===== config.mk =====
export PLATFORM = sky130hd
export DESIGN_NAME = clock_time_counter
export DESIGN_NICKNAME = d
export VERILOG_FILES = /design/src/rtl/clock_pkg.sv /design/src/rtl/bcd_mod_counter.sv /design/src/rtl/clock_time_counter.sv
export SDC_FILE = /design/constraint.sdc
export NUM_CORES = 1
export LEC_CHECK = 0
export CAP_MARGIN = 30
export CORE_ASPECT_RATIO = 0.5
export CORE_UTILIZATION = 30
export CTS_CLUSTER_SIZE = 30
export DETAILED_ROUTE_END_ITERATION = 8
export PLACE_DENSITY = 0.47
export SYNTH_ARGS = -nofsm -noshare
export SYNTH_HDL_FRONTEND = slang
export SYNTH_SLANG_ARGS = --single-unit

===== constraint.sdc =====
create_clock -name clk -period 4.05 [get_ports clk]
set_clock_uncertainty 0.2 [all_clocks]
set_input_delay 1.0125 -clock clk [delete_from_list [all_inputs] [get_ports clk]]
set_output_delay 1.0125 -clock clk [all_outputs]
set_load 0.03 [all_outputs]

===== src/rtl/clock_pkg.sv =====
// rtl/clock_pkg.sv - shared mode encodings, BCD limits and BCD helper for the time counter
//
// Purpose : common definitions for clock_time_counter and bcd_mod_counter.
// Ports   : none (package).
// Config  : ALARM_EN (consumed by clock_time_counter) enables the alarm modes 3/4.

package clock_pkg;

   localparam int BCD_W = 8;

   typedef enum logic [2:0] {
      MODE_RUN        = 3'd0,
      MODE_SET_HR     = 3'd1,
      MODE_SET_MIN    = 3'd2,
      MODE_SET_AL_HR  = 3'd3,
      MODE_SET_AL_MIN = 3'd4
   } mode_e;

   localparam logic [BCD_W-1:0] SEC_MAX = 8'h59;
   localparam logic [BCD_W-1:0] MIN_MAX = 8'h59;
   localparam logic [BCD_W-1:0] HR_MAX  = 8'h23;

   // Two-digit BCD increment; units 9 rolls into the tens digit.
   // Wrapping at the field limit is handled by the caller.
   function automatic logic [BCD_W-1:0] bcd_inc(input logic [BCD_W-1:0] v);
      logic [BCD_W-1:0] r;
      if (v[3:0] == 4'd9) begin
         r = {v[7:4] + 4'd1, 4'd0};
      end else begin
         r = {v[7:4], v[3:0] + 4'd1};
      end
      return r;
   endfunction

endpackage


===== src/rtl/bcd_mod_counter.sv =====
// rtl/bcd_mod_counter.sv - two-digit BCD counter wrapping at MAX back to 00
//
// Purpose : one time field (seconds, minutes, hours, alarm hours/minutes).
// Ports   : clk   - system clock
//           rst   - asynchronous active-high reset, value -> 00
//           clr   - synchronous clear to 00 (wins over inc)
//           inc   - advance by one, MAX wraps to 00
//           value - {tens, units} BCD
//           carry - value==MAX while inc is high (wrap about to happen)

import clock_pkg::*;

module bcd_mod_counter #(
   parameter logic [BCD_W-1:0] MAX = 8'h59
) (
   input  logic             clk,
   input  logic             rst,
   input  logic             clr,
   input  logic             inc,
   output logic [BCD_W-1:0] value,
   output logic             carry
);

   assign carry = inc & (value == MAX);

   always_ff @(posedge clk or posedge rst) begin
      if (rst) begin
         value <= '0;
      end else if (clr) begin
         value <= '0;
      end else if (inc) begin
         value <= (value == MAX) ? '0 : bcd_inc(value);
      end
   end

endmodule


===== src/rtl/clock_time_counter.sv =====
// rtl/clock_time_counter.sv - 24 h BCD timekeeper with hour/minute set mode and optional alarm
//
// Purpose : prescale the divider square wave to 1 Hz and keep hh:mm:ss in BCD.
// Ports   : clk       - system clock
//           rst       - asynchronous active-high reset
//           tick_in   - divider output level (already in clk domain)
//           btn_mode  - one-cycle pulse, advance mode
//           btn_inc   - one-cycle pulse, increment selected field / silence alarm
//           sec_bcd   - seconds BCD 00..59
//           min_bcd   - minutes BCD 00..59
//           hr_bcd    - hours BCD 00..23
//           mode      - 0 RUN, 1 SET_HR, 2 SET_MIN, 3 SET_AL_HR, 4 SET_AL_MIN
//           sec_pulse - one-cycle strobe per seconds increment
//           alarm_out - alarm active
// Config  : `define ALARM_EN adds alarm registers and modes 3/4; otherwise alarm_out is 0.

import clock_pkg::*;

module clock_time_counter #(
   parameter int TICKS_PER_SEC = 200
) (
   input  logic             clk,
   input  logic             rst,
   input  logic             tick_in,
   input  logic             btn_mode,
   input  logic             btn_inc,
   output logic [BCD_W-1:0] sec_bcd,
   output logic [BCD_W-1:0] min_bcd,
   output logic [BCD_W-1:0] hr_bcd,
   output logic [2:0]       mode,
   output logic             sec_pulse,
   output logic             alarm_out
);

   localparam int            PW       = $clog2(TICKS_PER_SEC) + 1;
   localparam logic [PW-1:0] PRE_LAST = PW'(TICKS_PER_SEC - 1);

   mode_e         state, state_nxt;
   logic          tick_q;
   logic [PW-1:0] pre_cnt;
   logic          is_run, edge_det, run_tick, set_inc;
   logic          sec_inc, sec_clr, sec_carry;
   logic          min_inc, min_carry;
   logic          hr_inc, unused_hr_carry;

   // ---------------- mode FSM ----------------
   always_ff @(posedge clk or posedge rst) begin
      if (rst) begin
         state <= MODE_RUN;
      end else begin
         state <= state_nxt;
      end
   end

   always_comb begin
      state_nxt = state;
      if (btn_mode) begin
         case (state)
            MODE_RUN:        state_nxt = MODE_SET_HR;
            MODE_SET_HR:     state_nxt = MODE_SET_MIN;
`ifdef ALARM_EN
            MODE_SET_MIN:    state_nxt = MODE_SET_AL_HR;
            MODE_SET_AL_HR:  state_nxt = MODE_SET_AL_MIN;
            MODE_SET_AL_MIN: state_nxt = MODE_RUN;
`else
            MODE_SET_MIN:    state_nxt = MODE_RUN;
`endif
            default:         state_nxt = MODE_RUN;
         endcase
      end
   end

   always_comb begin
      mode    = state;
      is_run  = (state == MODE_RUN);
      // btn_mode takes priority: a coincident increment is dropped
      set_inc = btn_inc & ~btn_mode;
   end

   // ---------------- tick edge detect and prescaler ----------------
   assign edge_det = tick_in & ~tick_q;
   // The cycle that leaves RUN does not count, so the seconds clear cleanly.
   assign run_tick = is_run & ~btn_mode & edge_det;
   assign sec_inc  = run_tick & (pre_cnt == PRE_LAST);
   assign sec_clr  = is_run & btn_mode;

   always_ff @(posedge clk or posedge rst) begin
      if (rst) begin
         tick_q    <= 1'b0;
         sec_pulse <= 1'b0;
      end else begin
         tick_q    <= tick_in;
         sec_pulse <= sec_inc;
      end
   end

   // Held at 0 outside RUN so a return to RUN restarts a full second.
   always_ff @(posedge clk or posedge rst) begin
      if (rst) begin
         pre_cnt <= '0;
      end else if (!is_run || btn_mode) begin
         pre_cnt <= '0;
      end else if (edge_det) begin
         pre_cnt <= (pre_cnt == PRE_LAST) ? '0 : pre_cnt + 1'b1;
      end
   end

   // ---------------- time fields ----------------
   // Carries only ripple in RUN; set-mode increments stay within one field.
   assign min_inc = sec_carry | ((state == MODE_SET_MIN) & set_inc);
   assign hr_inc  = (min_carry & is_run) | ((state == MODE_SET_HR) & set_inc);

   bcd_mod_counter #(.MAX(SEC_MAX)) u_sec (
      .clk(clk), .rst(rst), .clr(sec_clr), .inc(sec_inc),
      .value(sec_bcd), .carry(sec_carry)
   );

   bcd_mod_counter #(.MAX(MIN_MAX)) u_min (
      .clk(clk), .rst(rst), .clr(1'b0), .inc(min_inc),
      .value(min_bcd), .carry(min_carry)
   );

   bcd_mod_counter #(.MAX(HR_MAX)) u_hr (
      .clk(clk), .rst(rst), .clr(1'b0), .inc(hr_inc),
      .value(hr_bcd), .carry(unused_hr_carry)
   );

   // ---------------- alarm ----------------
`ifdef ALARM_EN
   logic [BCD_W-1:0] al_hr, al_min;
   logic             silence, unused_al_hr_carry, unused_al_min_carry;

   bcd_mod_counter #(.MAX(HR_MAX)) u_al_hr (
      .clk(clk), .rst(rst), .clr(1'b0),
      .inc((state == MODE_SET_AL_HR) & set_inc),
      .value(al_hr), .carry(unused_al_hr_carry)
   );

   bcd_mod_counter #(.MAX(MIN_MAX)) u_al_min (
      .clk(clk), .rst(rst), .clr(1'b0),
      .inc((state == MODE_SET_AL_MIN) & set_inc),
      .value(al_min), .carry(unused_al_min_carry)
   );

   assign alarm_out = is_run & (hr_bcd == al_hr) & (min_bcd == al_min) & ~silence;

   // Silence lasts until the minute moves on, re-arming the alarm for the next day.
   always_ff @(posedge clk or posedge rst) begin
      if (rst) begin
         silence <= 1'b0;
      end else if (min_inc) begin
         silence <= 1'b0;
      end else if (alarm_out & set_inc) begin
         silence <= 1'b1;
      end
   end
`else
   assign alarm_out = 1'b0;
`endif

endmodule

==> results.toml <==
[drt]
drc_errors = 0
avgViaCountPerCell = 4.98
drtIter0Drc = 90
drt_first_pass_iters = 4
wire_per_inst_um = 12.9
antenna_left = 0
vias = 1727
drt-total-wl_mm = 4.47

[logic_synthesis]
synth_area_leaders = "dfrtp_1 45%, o21ai_0 7.0%, ha_1 6.7%"
synth_area_per_cell_um2 = 9.15
syn_area_um2 = 2070
synthMuxAreaShare_pct = 1.03
synthXorXnorAreaFrac_pct = 2.12
synth_top_area_share_pct = 44.8
synth_seq_area_share_pct = 44.8
synthAdderAreaFrac_pct = 6.65
synth_top_family_by_area = "simple AND/OR/NAND/NOR gates"
synth_cells = 226
synth.distinct_cells = 43
synth-seq-cells = 37
synth_area_leader_cell = "dfrtp_1"
yosys_warnings = 0
synth_compound_area_share_pct = 15.2
yosys.area_share.simple_pct = 25.1

[clocking]
clock-sinks = 37
ctsHoldBuffers = 0
numCtsBuffers = 5
clk_latency_ns = 0.27
clockBufferDepth = 2
cts_root_buffer = "clkbuf_16"
path_clk_slew_ns = 0.06
htreeDepth = 2
postCtsSetupBuffers = 0
cts_tree = "done"
cts_resized = 0

[place]
hpwlAfterDp_mm = 3.10
io_buffers = 31
gp_congestion = 0.744

[flow_run]
maxCapViolCount = 0

[worst_setup_path]
timing.rr.start = "pre_cnt[5]"
path_max_fanout = 15
max_stage_delay_ns = 0.55
cp.arrival_ns = 3.50
criticalPathCategory = "primary input to register"
cp.required_ns = 4.01
endpoint_kind = "register"
startpoint = "btn_mode"
critPathLaunchType = "primary input"
worst-path-buf-inv = 1
worstPathCellList = "clkdlybuf4s50_1 -> or4_1 -> nor4_2 -> a32oi_1 -> nor3_1 -> mux2_2"
cp_top_family = "simple AND/OR/NAND/NOR gates"
slowest_stage = "or4_1"
reg2reg_slack_ns = 1.17

[min_path]
hp-class = "register to register"
min-delay-start = "pre_cnt[7]"

[floorplanning]
dieHeight_um = 60.7
rows = 20
die_w_um = 119
dieArea_um2 = 7250
design.core.area_um2 = 6360
start_util_pct = 32.5
io_pins = 34

[global_route]
grt_pass1_vias = 1606
grt_pass1_wl_mm = 7.73
overflow = 0
antenna_found_initial = 0
grt_max_degree = 38
grt_use_total_pct = 13.6

[timing]
slew_viol_final = 0
hold_viol = 0
holdWs_ns = 0.301
fmax_mhz = 282
fin_crit_sh_pct = 87.5
report.final.setup_viol = 0
rsz0062_at_grt = "false"
fin_crit_ns = 3.54
finalSetupTns_ns = 0
max_slew_margin_pct = 32.5
tightest_slew_ns = 1.01

[finish]
mostFrequentLayoutCells = "37 x dfrtp_1, 31 x clkdlybuf4s50_1, 29 x o21ai_0"
nets = 274
layout_commonest_cell = "dfrtp_1"
drive_above_1_share_pct = 6.18
area_growth_pct = 27.2
insertedDiodeCount = 0

[power]
totalPowerFinal_mw = 1.48
p_per_area_nw_per_um2 = 563
leakage_nw = 1.13
ir_drop_mv = 0.225

[status]
status = "completed"
worst reg2reg max path: stages, from the launching register on:
cell	delay (ns)
dfrtp_1	0.43
or4_4	0.58
nor4_2	0.50
a32oi_1	0.39
nor3_1	0.31
mux2_2	0.35
layer usage:
| layer | track usage, % | wire, um | share of wire [%] |
|---|---|---|---|
| met3 | 3.76 | 156 | 3.5 |
| met5 | 0 | 0 | 0 |
| met1 | 18.6 | 2450 | 55 |
| met2 | 21.5 | 1830 | 41 |
| met4 | 4.29 | 34 | 0.76 |
final cells by class:
type / count / area, um^2
Clock inverter: 1 / 30.0
Fill cell: 642 / 3720
Inverter: 14 / 53.8
Tap cell: 88 / 110
Timing Repair Buffer: 33 / 325
Clock buffer: 7 / 143
Multi-Input combinational cell: 167 / 1040
Sequential cell: 37 / 926
registers in the layout, indices dropped and copies added (netlist names):
register	flops
mode	2
pre_cnt	9
sec_pulse	1
tick_q	1
u_hr.value	8
u_min.value	8
u_sec.value	8
report_power, final:
part	total, mW	switching [mW]	internal [mW]	leakage [nW]
clock	0.451	0.144	0.308	0.0841
sequential	0.534	0.103	0.430	0.485
combinational	0.497	0.295	0.202	0.564
total	1.48	0.542	0.940	1.13
Yosys cell counts:
cell      count
dfrtp_1      37
o21ai_0      29
nand2_1      19
nor2_1       17
inv_1        13
ha_1         11
nand3_1      10
a21oi_1       8
nand2b_1      7
nor3_1        7
clkbuf_1      6
and3_1        5
nor4_1        4
o31ai_1       4
or3_1         4
and3b_1       3
nand3b_1      3
o41ai_1       3
or4_1         3
xor2_1        3
a21o_1        2
and4_1        2
buf_4         2
nor2b_1       2
o211ai_1      2
or4_4         2
xnor2_1       2
a211o_1       1
a21bo_2       1
a22o_1        1
a31oi_1       1
a32oi_1       1
and2_1        1
buf_6         1
clkinv_2      1
conb_1        1
mux2_2        1
mux2i_1       1
nand2_2       1
nand4_1       1
nand4b_1      1
nor4_2        1
or4b_1        1
per-stage QoR:
step / area (um^2) / setup slack, ns / util, % / instances
5_1_grt: 2630 / 0.351 / 41.4 / 347
3_5_place_dp: 2460 / 0.224 / 38.7 / 339
3_3_place_gp: 2460 / 0.310 / 38.7 / 339
6_report: 2630 / 0.507 / 41.4 / 347
2_1_floorplan: 2070 / 1.13 / - / 227
4_1_cts: 2630 / 0.493 / 41.4 / 347
kinds of logic (layout without fill, tap and decap cells):
| family | after synthesis | count (layout) |
|---|---|---|
| XOR/XNOR | 5 | 5 |
| other | 1 | 2 |
| adder cells (fa/ha/maj) | 11 | 11 |
| buffers and inverters | 23 | 55 |
| AND/OR/NAND/NOR | 94 | 94 |
| multiplexers | 2 | 2 |
| flip-flops | 37 | 37 |
| AO/OA/AOI/OAI | 53 | 53 |
path summary, 6_finish.rpt:
check / end / cells past startpoint
max: u_min.value[7] / 6
min: pre_cnt[7] / 1
max reg2reg: u_min.value[7] / 5
min reg2reg: pre_cnt[7] / 1
max in group asynchronous: u_sec.value[0] / 3
min in group asynchronous: u_min.value[5] / 3
(Power assumes the default switching activity.)
==> patch, RTL diff (config.mk and constraints unchanged) <==
Add a define of `ALARM_EN`.
--- a/src/rtl/clock_time_counter.sv
+++ b/src/rtl/clock_time_counter.sv
@@ -14,4 +14,6 @@
 //           alarm_out - alarm active
 // Config  : `define ALARM_EN adds alarm registers and modes 3/4; otherwise alarm_out is 0.
+
+`define ALARM_EN
 
 import clock_pkg::*;
Formal check against the unedited RTL: not equivalent (a bounded check fails within 4 cycles, from zero or initial values and one cycle with rst high).
==> patch against the unedited design <==
  * Total power increased by 14%
  * Worst hold slack gained 0.0064 ns
  * Die area increased by 57%
  * Worst setup slack worse by 0.24 ns
  * Highest routed layer unchanged
  * Final area increased by 48%
  * Sequential cell count grew 18
  * Synthesized cell count increased by 57%
  * Wire length up 71%
  * Synthesized area grew 58%
  * Fmax down 6.3%
  * Register-to-register slack better by 0.08 ns
  * Sequential power rose by 42%
  * Final cell count rose by 53%
==> patch: results (changes against the unedited design) <==
routing:
  drt_first_iter_violations: 189  # was 90
  wl_mm: 7.64  # was 4.47 mm
  dr.pass1.iters: 4  # unchanged
  viasPerCell: 5.00  # was 4.98
finish:
  nNonClkBuffers: 37  # was 33
  final_util_pct: 37.5  # was 41.4%
  clock_buffers: 6  # was 7
  num-nonclk-inverters: 20  # was 14
  drive_gt1_share_pct: 6.92  # was 6.18%
  clkCellAreaFrac_pct: 3.62  # was 6.56%
  fin_area_um2: 3910  # was 2630 um2
  multiInputGateArea_um2: 1780  # was 1040 um2
  sh_seq_area_pct: 35.2  # about the same
  buf_share_pct: 9.23  # was 12.4%
  finish.net_count: 413  # was 274
  stdcell_count: 530  # was 347
  num-multi-input-gates: 270  # was 167
  n_sequential_cell: 55  # was 37
  num-fill-cells: 1065  # was 642
synthesis:
  ys_top_cells_by_count: "55 x dfrtp_1, 42 x nand2_1, 28 x o21ai_0"  # was 37 x dfrtp_1, 29 x o21ai_0, 19 x nand2_1
  synth_area_leaders: "dfrtp_1 42%, ha_1 7.3%, nand2_1 4.8%"  # was dfrtp_1 45%, o21ai_0 7.0%, ha_1 6.7%
  ys_seq_area_share_pct: 42.0  # was 44.8%
  ys_types: 54  # was 43
  syn_avg_cell_area_um2: 9.22  # was 9.15 um2
pwr:
  vdd_drop_max_mv: 0.193  # was 0.225 mV
  power.leakage_nw: 1.71  # was 1.13 nW
placed_design:
  place_hpwl_mm: 5.62  # was 3.10 mm
  pre_cts_slack_ns: 0.479  # was 0.224 ns
  portBuffers: 33  # was 31
  place.gp.congestion: 0.818  # was 0.744
critical_path:
  r2r_cells: 5  # unchanged
  r2r_slack_ns: 1.25  # was 1.17 ns
  crit_path_top_delay_cell: "clkdlybuf4s50_1"  # was or4_1
  crit_fanout: 14  # was 15
  cpPeakStageDelay_ns: 0.69  # was 0.55 ns
  critPathArrivalTime_ns: 2.57  # was 3.50 ns
  r2r_end: "u_hr.value[1]$_DFFE_PP0P_"  # was u_min.value[7]$_DFFE_PP0P_
timing:
  hold_slack_ns: 0.308  # was 0.301 ns
  relSlewSlack_pct: 29.3  # was 32.5%
global_routing:
  grt_max_degree: 56  # was 38
  grt_use_total_pct: 14.0  # was 13.6%
  grt_pass1_wl_mm: 12.3  # was 7.73 mm
  grt_pass1_vias: 2386  # was 1606
hold_path:
  holdPathEnd: "silence$_DFFE_PP0P_"  # was pre_cnt[7]$_DFFE_PP0P_
  holdPathStages: 2  # was 1
  min_from: "silence$_DFFE_PP0P_"  # was pre_cnt[7]$_DFFE_PP0P_
outcome:
  status: "complete, no violations"  # unchanged
cts:
  clk_latency_ns: 0.30  # was 0.27 ns
-- patch: cell types whose count changed after synthesis, sizes merged, moves of 7 or more --
cell	unedited run	this run
ha	11	19
dfrtp	37	55
nand2	20	43
xnor2	2	11
inv	13	20
nor2	17	27
xor2	3	10
-- patch: cell families (layout without fill, tap and decap cells) --
family,Yosys count,in the layout,synth area share [%]
DFF,55,55,42.0
adders and majority gates,19,19,7.26
xor gates and xnor gates,21,21,5.62
and+or+nand+nor,153,153,25.3
AOI/OAI and AO/OA,68,68,13.1
buffers and inverters,30,65,3.71
muxes,9,9,2.94
-- patch: routing by layer --
metal	track usage [%]	vias up	part of all wire (%)	routed length, um
met4	3.03	0	0.64	49
met3	3.17	4	4.0	306
met5	0	-	0	0
met1	21.1	1284	54	4100
li1	-	1321	-	-
met2	20.3	42	42	3180
-- patch: worst max path at each step --
stage	depth (start not counted)	slack, ns	start	endpoint
after floorplan	5	0.95	mode[0]$_DFFE_PP0P_	alarm_out
after global placement	6	0.54	tick_in	u_hr.value[2]$_DFFE_PP0P_
after detailed placement	7	0.48	btn_mode	u_hr.value[2]$_DFFE_PP0P_
after CTS	5	0.26	mode[1]$_DFFE_PP0P_	alarm_out
after global routing	5	0.12	mode[1]$_DFFE_PP0P_	alarm_out
final	5	0.27	mode[1]$_DFFE_PP0P_	alarm_out
-- patch: power breakdown --
part / total, mW / switching (mW) / internal [mW]
sequential: 0.756 / 0.139 / 0.617
clock: 0.436 / 0.207 / 0.229
combinational: 0.499 / 0.274 / 0.225
-- patch: worst min-delay path: cells and delay by family, from the launching register on --
family / cells / cell delay, ns
and+or+nand+nor: 1 / 0.05
AOI/OAI and AO/OA: 1 / 0.06
DFF: 1 / 0.36
